==> config.mk <==
export PLATFORM = sky130hd
export DESIGN_NAME = carbon_mmio_regs
export DESIGN_NICKNAME = d
export VERILOG_FILES = /design/src/rtl/carbon_mmio_regs.sv
export SDC_FILE = /design/constraint.sdc
export NUM_CORES = 1
export LEC_CHECK = 0
export CORE_MARGIN = 1
export CORE_UTILIZATION = 40
export CTS_CLUSTER_SIZE = 10
export DETAILED_ROUTE_END_ITERATION = 16
export DONT_BUFFER_PORTS = 1
export PLACE_DENSITY_LB_ADDON = 0.3
export SLEW_MARGIN = 20
export SYNTH_ARGS = -nofsm -noshare
export SYNTH_HDL_FRONTEND = slang
export SYNTH_SLANG_ARGS = --single-unit
==> constraint.sdc <==
create_clock -name clk -period 7.95 [get_ports clk]
set_clock_uncertainty 0.15 [all_clocks]
set_input_delay 1.1925 -clock clk [delete_from_list [all_inputs] [get_ports clk]]
set_output_delay 1.1925 -clock clk [all_outputs]
set_load 0.01 [all_outputs]
==> src/rtl/carbon_mmio_regs.sv <==
// carbon_mmio_regs
//   Common MMIO register block that sits behind the system address decoder.
//   It provides four word registers inside the MMIO window:
//     0x00 SIGNATURE   (RO)  constant identification word
//     0x04 POWEROFF    (RW)  sticky power-off request plus 8-bit exit code
//     0x08 UART_TX     (WO)  pushes wdata[7:0] into the TX FIFO
//     0x0C UART_STATUS (RO)  [0]=empty, [1]=full, [15:8]=FIFO level
//   The request/response bus allows one outstanding transaction. The TX FIFO
//   drains to a byte-stream sink (sim console or UART PHY) via valid/ready.
//
// Ports
//   clk, rst_n                 clock, asynchronous active-low reset
//   req_valid/req_ready        request handshake
//   req_addr/write/wdata/wstrb request payload (full byte address)
//   rsp_valid/rsp_ready        response handshake
//   rsp_rdata/rsp_err          response payload (rdata is 0 on writes/errors)
//   tx_valid/tx_data/tx_ready  FIFO head byte towards the sink (show-ahead)
//   poweroff/poweroff_code     sticky power-off request and its exit code
module carbon_mmio_regs #(
    parameter logic [31:0] BASE_ADDR  = 32'h0000_F000,
    parameter logic [31:0] ADDR_MASK  = 32'hFFFF_FF00,
    parameter logic [31:0] SIGNATURE  = 32'h4342_4E31,
    parameter int unsigned FIFO_DEPTH = 8
) (
    input  logic        clk,
    input  logic        rst_n,

    input  logic        req_valid,
    output logic        req_ready,
    input  logic [31:0] req_addr,
    input  logic        req_write,
    input  logic [31:0] req_wdata,
    input  logic [3:0]  req_wstrb,

    output logic        rsp_valid,
    input  logic        rsp_ready,
    output logic [31:0] rsp_rdata,
    output logic        rsp_err,

    output logic        tx_valid,
    output logic [7:0]  tx_data,
    input  logic        tx_ready,

    output logic        poweroff,
    output logic [7:0]  poweroff_code
);

    localparam int unsigned PTR_W = $clog2(FIFO_DEPTH);
    localparam int unsigned LVL_W = $clog2(FIFO_DEPTH + 1);
    localparam logic [LVL_W-1:0] LVL_FULL = LVL_W'(FIFO_DEPTH);
    localparam logic [29:0] OFF_MASK = ~ADDR_MASK[31:2];

    typedef enum logic [2:0] {
        REG_SIG,
        REG_PWR,
        REG_TX,
        REG_STAT,
        REG_NONE
    } reg_sel_e;

    // ------------------------------------------------------------------
    // Address decode
    // ------------------------------------------------------------------
    logic        hit;
    logic [29:0] off_word;
    reg_sel_e    sel;

    assign hit      = (req_addr & ADDR_MASK) == BASE_ADDR;
    // Word offset inside the window; byte-lane bits [1:0] are ignored.
    assign off_word = req_addr[31:2] & OFF_MASK;

    always_comb begin
        sel = REG_NONE;
        if (hit) begin
            case (off_word)
                30'd0:   sel = REG_SIG;
                30'd1:   sel = REG_PWR;
                30'd2:   sel = REG_TX;
                30'd3:   sel = REG_STAT;
                default: sel = REG_NONE;
            endcase
        end
    end

    // ------------------------------------------------------------------
    // FIFO state
    // ------------------------------------------------------------------
    logic [7:0]       mem [FIFO_DEPTH];
    logic [PTR_W-1:0] wr_ptr;
    logic [PTR_W-1:0] rd_ptr;
    logic [LVL_W-1:0] level;
    logic             empty;
    logic             full;

    assign empty = (level == '0);
    assign full  = (level == LVL_FULL);

    // ------------------------------------------------------------------
    // Handshake
    // ------------------------------------------------------------------
    logic uart_push_req;
    logic tx_stall;
    logic accept;
    logic push;
    logic pop;

    assign uart_push_req = req_valid && req_write && (sel == REG_TX) && req_wstrb[0];
    // Stall uses only the registered level, so a pop in the same cycle
    // never frees a slot for a same-cycle push and tx_ready has no
    // combinational path to req_ready.
    assign tx_stall  = full && uart_push_req;
    assign req_ready = rst_n && !rsp_valid && !tx_stall;
    assign accept    = req_valid && req_ready;
    assign push      = accept && uart_push_req;
    assign pop       = !empty && tx_ready;

    assign tx_valid  = !empty;
    assign tx_data   = empty ? '0 : mem[rd_ptr];

    // ------------------------------------------------------------------
    // Read data / error for the request being accepted
    // ------------------------------------------------------------------
    logic [31:0] rd_next;
    logic        err_next;
    logic [7:0]  level_b;

    assign level_b = 8'(level);

    always_comb begin
        rd_next  = '0;
        err_next = 1'b0;
        case (sel)
            REG_SIG:  if (!req_write) rd_next = SIGNATURE;
            REG_PWR:  if (!req_write) rd_next = {23'b0, poweroff, poweroff_code};
            REG_TX:   rd_next = '0;
            REG_STAT: if (!req_write) rd_next = {16'b0, level_b, 6'b0, full, empty};
            default:  err_next = 1'b1;
        endcase
    end

    // ------------------------------------------------------------------
    // Response register
    // ------------------------------------------------------------------
    always_ff @(posedge clk or negedge rst_n) begin
        if (!rst_n) begin
            rsp_valid <= 1'b0;
            rsp_rdata <= '0;
            rsp_err   <= 1'b0;
        end else if (accept) begin
            rsp_valid <= 1'b1;
            rsp_rdata <= rd_next;
            rsp_err   <= err_next;
        end else if (rsp_valid && rsp_ready) begin
            rsp_valid <= 1'b0;
            rsp_rdata <= '0;
            rsp_err   <= 1'b0;
        end
    end

    // ------------------------------------------------------------------
    // Power-off register (sticky until reset)
    // ------------------------------------------------------------------
    always_ff @(posedge clk or negedge rst_n) begin
        if (!rst_n) begin
            poweroff      <= 1'b0;
            poweroff_code <= '0;
        end else if (accept && req_write && (sel == REG_PWR) && (req_wstrb != 4'b0000)) begin
            poweroff <= 1'b1;
            if (req_wstrb[0]) begin
                poweroff_code <= req_wdata[7:0];
            end
        end
    end

    // ------------------------------------------------------------------
    // TX FIFO pointers and level
    // ------------------------------------------------------------------
    always_ff @(posedge clk or negedge rst_n) begin
        if (!rst_n) begin
            wr_ptr <= '0;
            rd_ptr <= '0;
            level  <= '0;
        end else begin
            if (push) begin
                wr_ptr <= wr_ptr + 1'b1;
            end
            if (pop) begin
                rd_ptr <= rd_ptr + 1'b1;
            end
            case ({push, pop})
                2'b10:   level <= level + 1'b1;
                2'b01:   level <= level - 1'b1;
                default: level <= level;
            endcase
        end
    end

    // Storage is not reset; reset empties the FIFO through the pointers.
    always_ff @(posedge clk) begin
        if (push) begin
            mem[wr_ptr] <= req_wdata[7:0];
        end
    end

    logic unused_bits;
    assign unused_bits = ^{req_addr[1:0], req_wdata[31:8]};

endmodule

# Word-level counts from Yosys, hierarchy flattened
# Memory sizes are Yosys's and may differ from the RTL's.
# Index checks and enable logic that the tools add are counted.
[totals]
memories = 1
reg_bits = 53
elab_cells = 63
input_bits = 74
ramBits = 64
output_inout_bits = 53
[mem_list]
columns = ["memory", "words", "width", "read_ports", "rd_ports_with_merged_regs", "write_ports", "line_no", "text"]
rows = [
  ["mem", 8, 8, 1, 0, 1, "88", "logic [7:0] mem [FIFO_DEPTH];"],
]
[op_classes]
mux = 16
n_eq_ne = 10
n_reduce_logical = 24
n_addsub = 4
[ops]
columns = ["cell", "n"]
rows = [
  ["31-bit case mux with 3 select lines", 1],
  ["32-bit 2-to-1 mux", 2],
  ["31-bit 2-to-1 mux", 1],
  ["30-bit logical NOT", 1],
  ["24-bit by 8-bit == test with 1-bit output, second input constant", 1],
  ["1-bit logical AND", 13],
  ["6-bit by 2-bit == test with 1-bit output, second input constant", 2],
  ["12-bit 2-to-1 mux", 1],
  ["3-bit case mux with 4 select lines", 1],
  ["9-bit 2-to-1 mux", 1],
  ["8-bit 2-to-1 mux", 1],
  ["4-bit case mux with 2 select lines", 1],
  ["3-bit by 1-bit adder with 3-bit output, second input constant", 2],
  ["3-bit by 2-bit == test with 1-bit output, second input constant", 2],
  ["6-bit by 1-bit == test with 1-bit output, second input constant", 1],
  ["1-bit 2-to-1 mux", 6],
  ["4-bit by 1-bit adder with 4-bit output, second input constant", 1],
  ["4-bit == test, second input constant", 1],
  ["4-bit logical NOT", 1],
  ["2-bit nonzero test", 2],
  ["4-bit nonzero test", 1],
  ["4-bit OR reduction", 1],
  ["4-bit by 1-bit subtractor with 4-bit output, second input constant", 1],
  ["3-bit by 1-bit == test with 1-bit output, second input constant", 1],
  ["other kinds (6)", 8],
]

# Longest topological paths before layout
[depth]
word_depth = 14
ltp_mapped = 12

# Worst setup path after synthesis
# No wires, ideal clock.
[synth_path]
path_type = "in2out"
start = "in req_addr[17]"
end = "out req_ready"
required_time_ps = 6608
t_arrival_ps = 2480
setup_slack_ps = 4127
stages = 4
cell_sequence = "or4b_1 > nor4_4 > nand4_1 > and3_1"
[synth_via]
elab_chain_len = 8
[synth_lines]
columns = ["element", "line_no", "text"]
rows = [
  ["from (decl)", "30", "input logic [31:0] req_addr,"],
  ["24-bit by 8-bit == test with 1-bit output", "68", "assign hit = (req_addr & ADDR_MASK) == BASE_ADDR;"],
  ["3-bit 2-to-1 mux", "74", "if (hit) begin"],
  ["3-bit by 2-bit == test with 1-bit output", "107", "assign uart_push_req = req_valid && req_write && (sel == REG_TX) && req_wstrb[0];"],
  ["1-bit logical AND (2 in a row)", "107", ""],
  ["1-bit logical AND", "111", "assign tx_stall = full && uart_push_req;"],
  ["1-bit logical NOT", "112", "assign req_ready = rst_n && !rsp_valid && !tx_stall;"],
  ["1-bit logical AND", "112", ""],
  ["to (decl)", "29", "output logic req_ready,"],
]
# Every way passes these cells.

# Final worst setup path
# Same ends and word-level chain as after synthesis.

==> results.json <==
{
  "status": "finished, final reports clean",
  "grt_pass1_vias": 2332,
  "grt.total_usage_pct": 15.58,
  "worstMarginPinSlew_ps": 962.6,
  "end_kind": "primary output",
  "final_cell_mix": "64 x edfxtp_1, 33 x dfrtp_1, 19 x nor2_1",
  "worstSkewPairLatency_ps": 370,
  "start_util_pct": 41.67,
  "fmaxAchievable_ghz": 0.2526,
  "antenna_found_initial": 0,
  "postRouteWirelength_mm": 8.201,
  "route.detailed.drc": 0,
  "p_clk_share_pct": 38.2,
  "cp.arrival_ps": 2620,
  "port_buffers": 0,
  "yosysTopAreaCell": "edfxtp_1",
  "cts_tree": "built",
  "drv_cap": 0,
  "vias": 2276,
  "synth_seq_cells": 98,
  "h-tree-depth": 3,
  "postCtsSetupBuffers": 0,
  "grt_max_degree": 38,
  "combPwrFrac_pct": 2.9,
  "period_minus_slack_ps": 3959,
  "hold_path_class": "in2async",
  "rsz0062_at_grt": "false",
  "netlist_instances": 282,
  "relSlewSlack_pct": 35.59,
  "grt_overflow": 0,
  "dp_hpwl_mm": 5.554,
  "dr.pass1.iters": 4,
  "ys_seq_area_share_pct": 63.88,
  "power.leakage_nw": 1.674,
  "cts_buffer_depth": 2,
  "n_antenna_cell": 0,
  "grt_pass1_wl_mm": 12.79,
  "die_w_um": 106.2,
  "p_int_w": 0.0007377,
  "syn_area_mm2": 0.004340,
  "ys_warn_count": 0,
  "cts_hold_buffers": 0,
  "via_per_inst": 5.458,
  "netlist.area_leader.share_pct": 44.28,
  "finalWeightedCongestion": 0.7985,
  "layout_worst_path_cycle_share_pct": 49.80,
  "clkTransAtPathRegs_ps": 110,
  "core_mm2": 0.01042,
  "avgSynthCellArea_um2": 15.39,
  "fillers": 917,
  "slew_viol_final": 0,
  "setup_tns_ps": 0,
  "cts_root_buffer": "clkbuf_8",
  "final_common_cell": "edfxtp_1",
  "peakVddDrop_mv": 0.07261,
  "final_cells": 417,
  "syn_to_final_growth_pct": 6.083,
  "io-pin-count": 127,
  "fin_total_pwr_w": 0.0009364,
  "clock_sinks": 98,
  "fin_ws_ps": 3991,
  "seqPwrFrac_pct": 58.9,
  "switching_share_pct": 21.22,
  "drive_gt1_share_pct": 19.57,
  "start_kind": "input port",
  "nNetsFinal": 355,
  "rows": 37,
  "hold_viol_final": 0,
  "drt_first_iter_violations": 130,
  "die-area_mm2": 0.01127,
  "power_density_mw_per_mm2": 203.4,
  "routedWlPerCell_um": 19.67,
  "setup_viol": 0,
  "cts_buffers": 9,
  "placement.setup.worst_slack_ps": 3870,
  "dp_cells": 401,
  "ys_types": 42,
  "antenna_left": 0,
  "path_class": "in2out",
  "die_h_um": 106.2,
  "crit_required_ps": 6610,
  "crit_fanout": 4,
  "ys_top_cells_by_area": "edfxtp_1 44%, dfrtp_1 20%, mux4_2 8.3%",
  "p_switching_w": 0.0001987,
  "cts_resized": 0
}
[synthesized netlist by cell type (all sizes together)]
master and n:
a211oi 2, a21boi 1, a21oi 7, a22o 8, a31o 1, and2 4
and3 3, and4 1, and4b 1, buf 24, clkbuf 9, conb 1
dfrtp 34, edfxtp 64, ha 5, inv 5, mux2 13, mux2i 8
mux4 16, nand2 8, nand2b 3, nand3 7, nand3b 1, nand4 3
nand4b 1, nand4bb 1, nor2 19, nor3 3, nor4 6, nor4b 1
nor4bb 1, o21ai 2, o2bb2ai 6, or4 3, or4b 1, xnor2 4
xor2 5
[per-layer routing]
| layer | part of all wire (%) | vias to the layer above | track usage (%) |
|---|---|---|---|
| met5 | 0 | - | 0 |
| met4 | 2.0 | 0 | 6.746 |
| met3 | 4.5 | 14 | 3.066 |
| met2 | 50 | 82 | 25.79 |
| met1 | 44 | 1151 | 19.93 |
| li1 | - | 1029 | - |
[registers in the layout (all words and copies together) (netlist names)]
signal         count
mem               64
level              4
poweroff_code      8
rsp_valid          1
wr_ptr             3
rsp_rdata         13
poweroff           1
rd_ptr             3
rsp_err            1
[logic make-up after synthesis]
kind of cell               share of synthesized area, %
muxes                                             13.52
buffers and inverters                             5.131
adders and majority gates                         1.441
other                                           0.08640
xor gates and xnor gates                          1.816
DFF                                               63.88
and+or+nand+nor                                   9.455
AOI/OAI and AO/OA                                 4.670
[critical path, cell delays in order]
cell and delay [ps]:
or4b_1 570, nor4_4 330, nand4_1 220, and3_1 300
[power groups by stage]
stage / combinational (W) / sequential, W / clock, W
2_1_floorplan: 0.0000329 / 0.000559 / 0
3_3_place_gp: 0.0000274 / 0.000563 / 0
3_5_place_dp: 0.0000278 / 0.000563 / 0
4_1_cts: 0.0000280 / 0.000551 / 0.000364
5_1_grt: 0.0000307 / 0.000552 / 0.000383
6_report: 0.0000275 / 0.000551 / 0.000358
[final timing paths]
path | startpoint | endpoint | slack (ps) | cells past startpoint
hold / removal | rst_n | rsp_rdata[8]$_DFFE_PN0P_ | 350 | 0
setup / recovery | req_addr[17] | req_ready | 3990 | 4
setup reg to reg | level[1]$_DFFE_PN0P_ | level[3]$_DFFE_PN0P_ | 5050 | 8
min in group clk | wr_ptr[0]$_DFFE_PN0P_ | wr_ptr[0]$_DFFE_PN0P_ | 390 | 1
max in group asynchronous | rst_n | rd_ptr[0]$_DFFE_PN0P_ | 7190 | 0
hold reg to reg | wr_ptr[0]$_DFFE_PN0P_ | wr_ptr[0]$_DFFE_PN0P_ | 390 | 1
[final cells by class]
| type | count | area, um^2 | share of cell area, % |
|---|---|---|---|
| Sequential cell | 98 | 2774 | 60.24 |
| Multi-Input combinational cell | 159 | 1394 | 30.27 |
| Tap cell | 136 | 170.2 | 3.696 |
| Clock buffer | 9 | 123.9 | 2.690 |
| Clock inverter | 7 | 101.3 | 2.201 |
| Timing Repair Buffer | 3 | 22.52 | 0.4891 |
| Inverter | 5 | 18.77 | 0.4076 |
[metrics by stage]
stage                     util (%)  hold WS [ps]  instance area, um^2
after floorplan                  -         334.6                 4389
after global placement       42.03         352.2                 4378
after detailed placement     42.03         362.1                 4378
after CTS                    44.19         341.5                 4603
after global routing         44.20         329.2                 4604
final                        44.20         348.5                 4604
(Power assumes the default switching activity.)
==> RTL edit 1, RTL diff (config.mk and constraints unchanged) <==
Set the parameter `SIGNATURE` to 32'h21A12718 (it was 32'h4342_4E31).
--- a/src/rtl/carbon_mmio_regs.sv
+++ b/src/rtl/carbon_mmio_regs.sv
@@ -20,5 +20,5 @@
     parameter logic [31:0] BASE_ADDR  = 32'h0000_F000,
     parameter logic [31:0] ADDR_MASK  = 32'hFFFF_FF00,
-    parameter logic [31:0] SIGNATURE  = 32'h4342_4E31,
+    parameter logic [31:0] SIGNATURE  = 32'h21A12718,
     parameter int unsigned FIFO_DEPTH = 8
 ) (
Formal check against the unedited RTL: not equivalent (a bounded check fails within 4 cycles, from zero or initial values and one cycle with rst_n low).
==> RTL edit 1 against the original RTL <==
Final area up 1.5%; sequential cell count is the same; synthesized area rose by 1.8%; routed wire length rose by 4.7%; total power is 9.2% lower; clock power decreased by 24%; worst setup slack lost 0.0055 ns; largest cell class unchanged.
==> RTL edit 1: results (changes against the original RTL) <==
Max IR drop VDD - 91.74 uV (was 72.61 uV)
met3 demand-to-capacity share in global routing - 4.802% (was 3.066%)
register-to-register setup slack - 4.85 ns (was 5.05 ns)
list of most frequent post-synthesis cells - 64 x sky130_fd_sc_hd__edfxtp_1, 34 x sky130_fd_sc_hd__dfrtp_1, 19 x sky130_fd_sc_hd__buf_4, 18 x sky130_fd_sc_hd__nand2_1, 16 x sky130_fd_sc_hd__mux4_2 (was 64 x sky130_fd_sc_hd__edfxtp_1, 34 x sky130_fd_sc_hd__dfrtp_1, 21 x sky130_fd_sc_hd__buf_4, 19 x sky130_fd_sc_hd__nor2_1, 16 x sky130_fd_sc_hd__mux4_2)
global routing usage on met2 - 25.35% (was 25.79%)
Synth area leaders - sky130_fd_sc_hd__edfxtp_1 43%, sky130_fd_sc_hd__dfrtp_1 19%, sky130_fd_sc_hd__mux4_2 8.2%, sky130_fd_sc_hd__buf_4 3.2%, sky130_fd_sc_hd__mux2_2 3.1% (was sky130_fd_sc_hd__edfxtp_1 44%, sky130_fd_sc_hd__dfrtp_1 20%, sky130_fd_sc_hd__mux4_2 8.3%, sky130_fd_sc_hd__buf_4 3.6%, sky130_fd_sc_hd__mux2_2 3.4%)
drt first-iter violations - 214 (was 130)
pin count of the biggest net entering global routing - 39 (was 38)
total number of nets in the final design - 383 (was 355)
layout overhead on the synthesized area - 5.804% (was 6.083%)
setup tns final - 0 ns (unchanged)
peak fanout along the critical path - 12 (was 4)
wire length per cell - 19.17 um (was 19.67 um)
fraction of layout cells with a size suffix above 1 - 18.83% (was 19.57%)
outcome - completed (unchanged)
GR met1 Demand/Resource - 20.39% (was 19.93%)
number of global-route vias before repair - 2471 (was 2332)
post-CTS resize count - 0 (unchanged)
number of distinct library cells after synthesis - 46 (was 42)
slew at the pin with the worst max-slew slack - 0.9845 ns (was 0.9626 ns)
overall track demand over capacity in global routing - 15.78% (was 15.58%)
routability congestion estimate - 0.7831 (was 0.7985)
total CTS buffers - 9 (unchanged)
count of flip-flops with a built-in enable after synthesis - 64 (unchanged)
Pleak - 1.667 nW (was 1.674 nW)
hold crit path type - input port to async pin (unchanged)
First-pass DRT Iterations - 4 (unchanged)
antenna violations before repair - 0 (unchanged)
Via-to-Cell Ratio - 5.464 (was 5.458)
detailed placement HPWL - 5.958 mm (was 5.554 mm)
sequential area share after synthesis - 62.74% (was 63.88%)
clock tree buffer depth - 2 (unchanged)
Arrival @ worst endpoint - 4.06 ns (was 2.62 ns)
yosys warns - 0 (unchanged)
Clock transition at path regs - 0.09 ns (was 0.11 ns)
first-pass GRT wire length - 13.19 mm (was 12.79 mm)
==> RTL edit 1: stage by stage <==
stage | area (um^2) | worst slack [ns] | std cells | power [mW] | hold slack [ns]
5_1_grt | 4676 | 3.792 | 448 | 0.8777 | 0.3426
3_3_place_gp | 4523 | 3.735 | 433 | 0.5907 | 0.3754
3_5_place_dp | 4523 | 3.648 | 433 | 0.5910 | 0.3818
2_1_floorplan | 4468 | 4.088 | 315 | 0.5917 | 0.3384
4_1_cts | 4676 | 4.030 | 448 | 0.8571 | 0.3393
6_report | 4676 | 3.985 | 448 | 0.8504 | 0.3518
==> RTL edit 1: worst paths after layout <==
kind | start | to | cells past startpoint
setup / recovery | req_addr[17] | level[2] | 11
hold / removal | rst_n | rd_ptr[2] | 0
setup reg to reg | level[1] | level[2] | 10
hold reg to reg | level[3] | level[3] | 1
max in group asynchronous | rst_n | rsp_err | 0
min in group clk | level[3] | level[3] | 1
==> RTL edit 1: power by group <==
group          internal [mW]  switching (mW)
Clock                  0.111           0.160
Sequential             0.546         0.00311
Combinational         0.0129          0.0176
Total                  0.670           0.180
==> RTL edit 1: per-layer routing <==
layer  vias up  share of wire [%]
met3         8                6.0
li1       1128                  -
met4         0                1.4
met1      1227                 45
met5         -                  0
met2        85                 48
==> RTL edit 1: cell families after synthesis <==
logic type | count (synthesis) | share of synthesized area [%]
AOI/OAI and AO/OA | 27 | 3.539
xor gates and xnor gates | 9 | 1.784
other | 1 | 0.08486
DFF | 98 | 62.74
buffers and inverters | 39 | 5.011
muxes | 37 | 13.25
and+or+nand+nor | 86 | 12.17
adders and majority gates | 5 | 1.416
==> RTL edit 1: layout make-up <==
class | count | area [um^2]
fill | 946 | 6117
multi-input combinational | 178 | 1474
clock inverter | 3 | 17.52
timing repair buffer | 10 | 75.07
clock buffer | 12 | 135.1
tap | 140 | 175.2
inverter | 7 | 26.28
sequential | 98 | 2773
==> RTL edit 1: critical path, cell delays in order <==
cell                      delay, ns
sky130_fd_sc_hd__nor4b_1       0.37
sky130_fd_sc_hd__and4_1        0.55
sky130_fd_sc_hd__nand3_1       0.35
sky130_fd_sc_hd__or2_2         0.43
sky130_fd_sc_hd__ha_1          0.27
sky130_fd_sc_hd__xor2_1        0.16
sky130_fd_sc_hd__ha_1          0.18
sky130_fd_sc_hd__a21oi_1       0.15
sky130_fd_sc_hd__xor2_1        0.18
sky130_fd_sc_hd__nor2_1        0.07
sky130_fd_sc_hd__xor2_1        0.14
==> RTL edit 2, RTL diff (config.mk and constraints unchanged) <==
Without the edit above. Put one more register stage on the output `rsp_err`. The value now appears one clock later. The other outputs are not delayed to match.
--- a/src/rtl/carbon_mmio_regs.sv
+++ b/src/rtl/carbon_mmio_regs.sv
@@ -59,4 +59,6 @@
     } reg_sel_e;
 
+    logic rsp_err_s0;
+
     // ------------------------------------------------------------------
     // Address decode
@@ -146,13 +148,13 @@
             rsp_valid <= 1'b0;
             rsp_rdata <= '0;
-            rsp_err   <= 1'b0;
+            rsp_err_s0 <= 1'b0;
         end else if (accept) begin
             rsp_valid <= 1'b1;
             rsp_rdata <= rd_next;
-            rsp_err   <= err_next;
+            rsp_err_s0 <= err_next;
         end else if (rsp_valid && rsp_ready) begin
             rsp_valid <= 1'b0;
             rsp_rdata <= '0;
-            rsp_err   <= 1'b0;
+            rsp_err_s0 <= 1'b0;
         end
     end
@@ -206,4 +208,8 @@
     assign unused_bits = ^{req_addr[1:0], req_wdata[31:8]};
 
+    always_ff @(posedge clk) begin
+        rsp_err <= rsp_err_s0;
+    end
+
 endmodule
 
Formal check against the unedited RTL: not equivalent (Yosys sat finds a counterexample within 4 cycles, from zero or initial values and one cycle with rst_n low).
==> RTL edit 2 against the original RTL <==
Worst setup slack worse by 0.0089 ns; final area is 0.35% lower; synthesized area grew 0.46%; routed wire length rose by 1.9%; clock power shrank 15%; sequential cell count increased by 1; worst hold slack worse by 0.11 ns; total power down 5.0%.
==> RTL edit 2: results (changes against the original RTL) <==
outcome - completed (unchanged)
global routing usage on met2 - 25.05% (was 25.79%)
metal2 WL - 4.027 mm (was 4.072 mm)
maximum level of the CTS H-tree - 3 (unchanged)
Clock transition at path regs - 0.10 ns
overall track demand over capacity in global routing - 16.03% (was 15.58%)
register-to-register setup slack - 5.01 ns (was 5.05 ns)
GR met1 Demand/Resource - 21.43% (was 19.93%)
total length of routed wires - 8.359 mm (was 8.201 mm)
Reg2Reg Capture Point - level[2] (was level[3])
clock group share of total power - 34.2% (was 38.2%)
Net Sw Power - 0.2050 mW (was 0.1987 mW)
switching portion of total power - 23.05% (was 21.22%)
number of distinct library cells after synthesis - 43 (was 42)
met3 wirelength from detailed routing - 515 um (was 367 um)
total number of nets in the final design - 357 (was 355)
post-synthesis xor/xnor area fraction - 1.808% (was 1.816%)
buffers inserted during post-CTS setup optimization - 0 (unchanged)
proportion of synthesized area in mux cells - 13.46% (was 13.52%)
first-pass GRT wire length - 13.03 mm (was 12.79 mm)
slew at the pin with the worst max-slew slack - 0.9721 ns (was 0.9626 ns)
Synth area leaders - sky130_fd_sc_hd__edfxtp_1 44%, sky130_fd_sc_hd__dfrtp_1 20%, sky130_fd_sc_hd__mux4_2 8.3%, sky130_fd_sc_hd__buf_4 3.6%, sky130_fd_sc_hd__mux2_2 3.4% (unchanged)
Via-to-Cell Ratio - 5.492 (was 5.458)
drt first-iter violations - 127 (was 130)
yosys warns - 0 (unchanged)
met3 demand-to-capacity share in global routing - 4.844% (was 3.066%)
number of global-route vias before repair - 2304 (was 2332)
detailed placement HPWL - 5.644 mm (was 5.554 mm)
worst-case reg-to-reg path depth - 10 (was 8)
Max IR drop VDD - 71.18 uV (was 72.61 uV)
sum of routed wire segments on met1 - 3.698 mm (was 3.599 mm)
WHS Endpoint - rsp_err
compound-cell area share of the yosys netlist - 4.648% (was 4.670%)
Pleak - 1.672 nW (was 1.674 nW)
worst setup path endpoint - req_ready (unchanged)
routability congestion estimate - 0.7417 (was 0.7985)
Adder-Cell Fraction of Synth Area - 1.435% (was 1.441%)
combinational power - 0.0310 mW (was 0.0275 mW)
worst hold slack - 0.2396 ns (was 0.3485 ns)
share of async-settable or async-resettable flops after synthesis - 34.34% (was 34.69%)
fraction of layout cells with a size suffix above 1 - 19.08% (was 19.57%)
Arrival @ worst endpoint - 2.63 ns (was 2.62 ns)
sequential area share after synthesis - 64.05% (was 63.88%)
hold crit path type - flip-flop to flip-flop (was input port to async pin)
[RTL edit 2: per-stage QoR]
step | worst slack (ns) | util [%] | std cells | instance area (um^2)
detailed placement | 3.863 | 42.11 | 403 | 4405
CTS | 3.981 | 43.85 | 419 | 4588
floorplan | 4.127 | - | 296 | 4409
global route | 3.908 | 43.85 | 419 | 4588
finish | 3.982 | 43.85 | 419 | 4588
global placement | 3.875 | 42.11 | 403 | 4405
[RTL edit 2: logic make-up after synthesis]
| logic type | Yosys count |
|---|---|
| simple gates | 67 |
| flops | 99 |
| fa+ha+maj | 5 |
| buf+inv | 38 |
| xor+xnor | 9 |
| other cells | 1 |
| compound gates | 27 |
| mux | 37 |
[RTL edit 2: area by class of cell]
cell class / count / area (um^2)
clock buffers: 10 / 127.6
flip-flops and latches: 99 / 2793
multi-input cells: 159 / 1394
clock inverters: 6 / 55.05
fillers: 959 / 5874
well taps: 136 / 170.2
inverters: 5 / 18.77
repair buffers: 4 / 30.03
